File: src/rtl/pipe_stall_ctrl.sv
// pipe_stall_ctrl: stall/flush controller for the 5-stage pipeline with stall watchdog and perf counter
module pipe_stall_ctrl #(
    parameter logic [31:0] EXC_VECTOR  = 32'h0000_0020,
    parameter logic [31:0] ERET_CODE   = 32'h0000_000e,
    parameter int          STALL_LIMIT = 16,
    parameter int          CNT_W       = 16
) (
    input  logic             clk,
    input  logic             rst,
    input  logic             stallreq_id,
    input  logic             stallreq_ex,
    input  logic             stallreq_mem,
    input  logic [31:0]      excepttype,
    input  logic [31:0]      cp0_epc,
    input  logic             stall_cnt_clr,
    output logic [5:0]       stall,
    output logic             flush,
    output logic [31:0]      new_pc,
    output logic             stall_timeout,
    output logic [CNT_W-1:0] stall_cycles
);
    typedef enum logic [1:0] {RUN, STALL, FLUSH} state_t;
    localparam int RW = $clog2(STALL_LIMIT) + 1;
    localparam logic [RW-1:0] RUN_MAX = RW'(STALL_LIMIT - 1);
    state_t state, state_nx;
    logic [RW-1:0] run_cnt;
    logic exc;
    assign exc = excepttype != 32'd0;
    // stall vector, flush/redirect and next state; everything held at 0 while in reset
    always_comb begin
        stall    = 6'b0;
        flush    = 1'b0;
        new_pc   = 32'd0;
        state_nx = RUN;
        if (rst) begin
            flush    = exc;
            new_pc   = !exc ? 32'd0 : (excepttype == ERET_CODE) ? cp0_epc : EXC_VECTOR;
            stall    = exc            ? 6'b000000 :
                       stallreq_mem   ? 6'b011111 :
                       state == FLUSH ? 6'b000000 :
                       stallreq_ex    ? 6'b001111 :
                       stallreq_id    ? 6'b000111 : 6'b000000;
            state_nx = exc            ? FLUSH :
                       state == FLUSH ? RUN   :
                       stall != 6'b0  ? STALL : RUN;
        end
    end
    // FSM state register
    always_ff @(posedge clk or negedge rst) begin
        if (!rst) state <= RUN;
        else      state <= state_nx;
    end
    // length of the current stall run, saturating at the watchdog threshold
    always_ff @(posedge clk or negedge rst) begin
        if (!rst)                run_cnt <= '0;
        else if (stall == 6'b0)  run_cnt <= '0;
        else if (run_cnt != RUN_MAX) run_cnt <= run_cnt + 1'b1;
    end
    // sticky watchdog flag; never breaks the stall itself
    always_ff @(posedge clk or negedge rst) begin
        if (!rst)                                       stall_timeout <= 1'b0;
        else if (stall_cnt_clr)                         stall_timeout <= 1'b0;
        else if (stall != 6'b0 && run_cnt == RUN_MAX)   stall_timeout <= 1'b1;
    end
    // saturating count of cycles with the PC held
    always_ff @(posedge clk or negedge rst) begin
        if (!rst)                                   stall_cycles <= '0;
        else if (stall_cnt_clr)                     stall_cycles <= '0;
        else if (stall[0] && stall_cycles != '1)    stall_cycles <= stall_cycles + 1'b1;
    end
endmodule

File: config.mk
export PLATFORM = sky130hd
export DESIGN_NAME = pipe_stall_ctrl
export DESIGN_NICKNAME = d
export VERILOG_FILES = /design/src/rtl/pipe_stall_ctrl.sv
export SDC_FILE = /design/constraint.sdc
export NUM_CORES = 1
export LEC_CHECK = 0
export ABC_AREA = 1
export BUFFER_PORTS_ARGS = -buffer_cell sky130_fd_sc_hd__buf_2
export CAP_MARGIN = 10
export CORE_ASPECT_RATIO = 1.2
export CORE_MARGIN = 2
export CORE_UTILIZATION = 43
export DETAILED_ROUTE_END_ITERATION = 10
export GPL_TIMING_DRIVEN = 1
export PLACE_DENSITY = 0.79
export SYNTH_ARGS = -nofsm -noshare
export SYNTH_HDL_FRONTEND = slang
export SYNTH_SLANG_ARGS = --single-unit
File: constraint.sdc
create_clock -name clk -period 1.7 [get_ports clk]
set_input_delay 0.255 -clock clk [delete_from_list [all_inputs] [get_ports clk]]
set_output_delay 0.255 -clock clk [all_outputs]
set_load 0.01 [all_outputs]
==> flow_summary.ini <==
[detailed_routing]
dr.pass1.iters = 6
dr_total_vias = 2547
vias_per_cell = 5.034
wire_per_inst_um = 12.59
drtAntennaViolNets = 0
route.detailed.drc = 0
drt-total-wl_um = 6372
drtIter0Drc = 211

[global_routing]
grt_pass1_wl_um = 10100
track_usage_pct = 24.20
antenna_found_initial = 0
grt_max_degree = 33
grt_pass1_vias = 2445
use_met3_pct = 3.582
use_met2_pct = 46.80
busiest_layer = met2
grt.met1_usage_pct = 25.33
grt_overflow = 0

[clock_network]
clock-root-buffer = clkbuf_8
cts_tree = done
htreeDepth = 1
cts_sinks = 24
clk_latency_ns = 0.27
cts_buffers = 3
hold_buffers = 0
clk_path_buf_depth = 2
path_clk_slew_ns = 0.08

[die]
num_rows = 27
die_width_um = 66.09
pin_count = 126
die_h_um = 78.51
coreArea_sq_mm = 0.004527
initial_core_util_pct = 43.95
dieArea_sq_mm = 0.005189

[logic_synthesis]
ys.warnings.count = 0
ys_ff_latch = 24
synth.cell_area_sq_mm = 0.001989
async_reset_ff_share_pct = 100.0
synthTopCellsByCount = 77 x nor2_1, 68 x nand3_1, 57 x nand2_1
synthTopCellsByArea = dfrtp_1 30%, nand3_1 17%, nor2_1 15%
synth_top_cell_area_share_pct = 30.19
synth_most_common_cell = nor2_1
synth_edf_count = 0
synth_top_area_cell = dfrtp_1
ys_seq_area_share_pct = 30.19
ys_types = 24
syn_area_per_cell_sq_um = 6.316
syn_nets = 388
synth_ff_type = dfrtp_1
synthCells = 315

[place]
hpwl_um = 4798
place_congestion = 1.021
port_buffers = 124
place_ws_ns = -0.08293

[power_and_ir_drop]
power_density_mw_per_mm2 = 365.2
ir_worst_vdd_uv = 273.0
leakage_nw = 1.681

[critical_path]
crit_type = in -> out
critPathMaxFanout = 8
max_stage_delay_ns = 0.29
cp_top_family = simple AND/OR/NAND/NOR gates
cp_slowest_cell = nor3_4
crit_path_end_kind = output port
crit_buf_inv = 3
start_kind = primary input
cp_data_required_time_ns = 1.44
cp.arrival_ns = 1.60
cp_cell_sequence = buf_6, nor2_2, nand2_1, nor2_1, nand2_2, nor3_4, buf_6, nand3_2, nor2_2, buf_2

[layout]
syn2layout_area_growth_pct = 49.81
diodes = 0
drive_gt1_share_pct = 39.96
nets = 523

[timing]
setup_viol = 32
maxSlewViolCount = 0
hold_viol = 0
finalCriticalPeriod_ns = 1.855
finalWorstSetupSlack_ns = -0.1551
max_freq_mhz = 539.1
setup_tns_ns = -3.601
rsz0062_at_grt = true
hold_slack_ns = 0.02163
post-route-period-util_pct = 109.1
skew_ns = 0.004371

[run_status]
violations = negative setup slack
status = finished, violations left

[run]
drv_cap = 0

[hold_path]
hp-class = in -> async
-- report_power, final --
group / internal, W / switching (W) / total, W
combinational: 0.0000912 / 0.0000920 / 0.000183
clock: 0.000159 / 0.000175 / 0.000333
sequential: 0.000571 / 0.000000752 / 0.000572
total: 0.000821 / 0.000267 / 0.00109
-- logic make-up (layout without fill, tap and decap cells) --
kind of cell | Yosys count | count (layout) | synth area share [%]
adder cells (fa/ha/maj) | 3 | 3 | 1.887
AND/OR/NAND/NOR | 219 | 219 | 49.06
AO/OA/AOI/OAI | 5 | 5 | 1.258
XOR/XNOR | 15 | 15 | 6.604
buffers and inverters | 48 | 181 | 10.82
flip-flops | 24 | 24 | 30.19
other | 1 | 1 | 0.1885
-- layout make-up --
cell class              count  area, sq um
inverters                  31        116.4
clock buffers               3        41.29
well taps                  58        72.57
multi-input cells         243         1274
repair buffers            147        875.8
fillers                   410         1546
flip-flops and latches     24        600.6
-- state kept, by name, summed over array words and instances (netlist names) --
register	cells
run_cnt	5
stall_timeout	1
stall_cycles	16
state	2
-- path summary, 6_finish.rpt --
kind                               endpoint  cells after the start           start  slack [ns]
max                               new_pc[2]                     10  excepttype[26]       -0.16
min                         stall_cycles[1]                      2             rst        0.02
max reg2reg                      run_cnt[3]                      7      run_cnt[0]        0.16
min reg2reg                        state[0]                      1        state[1]        0.46
max in group asynchronous  stall_cycles[11]                      2             rst        1.45
min in group clk              stall_timeout                      2   stall_cnt_clr        0.16
-- per-layer routing --
layer | wire length, um | vias up
met5 | 0 | -
met2 | 3543 | 105
met4 | 156 | 0
met1 | 2249 | 1161
li1 | - | 1266
met3 | 422 | 15
-- metrics by stage --
step	util, %	power [W]	std cells	cell area (sq um)
after floorplan	-	0.0006328	315	1989
after global placement	61.39	0.0007390	499	2779
after detailed placement	61.39	0.0007422	499	2779
after CTS	63.32	0.001076	504	2867
after global routing	65.84	0.001144	506	2980
final	65.84	0.001089	506	2980
-- cell usage in the layout, fill, tap and decap left out, types with 2 or more instances in the layout --
cell type  count
clkbuf_8       3
xor2_1        14
nor2_4         6
dfrtp_1       24
nand2_2        3
inv_1         30
nor2_2        12
buf_2        116
a21oi_1        5
buf_4         19
nand2_1       54
nor3_1         4
buf_12         2
ha_1           3
nand3_2        3
nand4_1        4
buf_6         10
nand3_1       65
nor2_1        63
-- repair_timing --
item / CTS / global route
buffers inserted: 1 / 2
pin swaps: 0 / 27
setup endpoints to repair: 28 / 53
gates resized for setup: 5 / 35
gates cloned: 1 / 2
No activity file was read; power rests on OpenSTA's default activity.
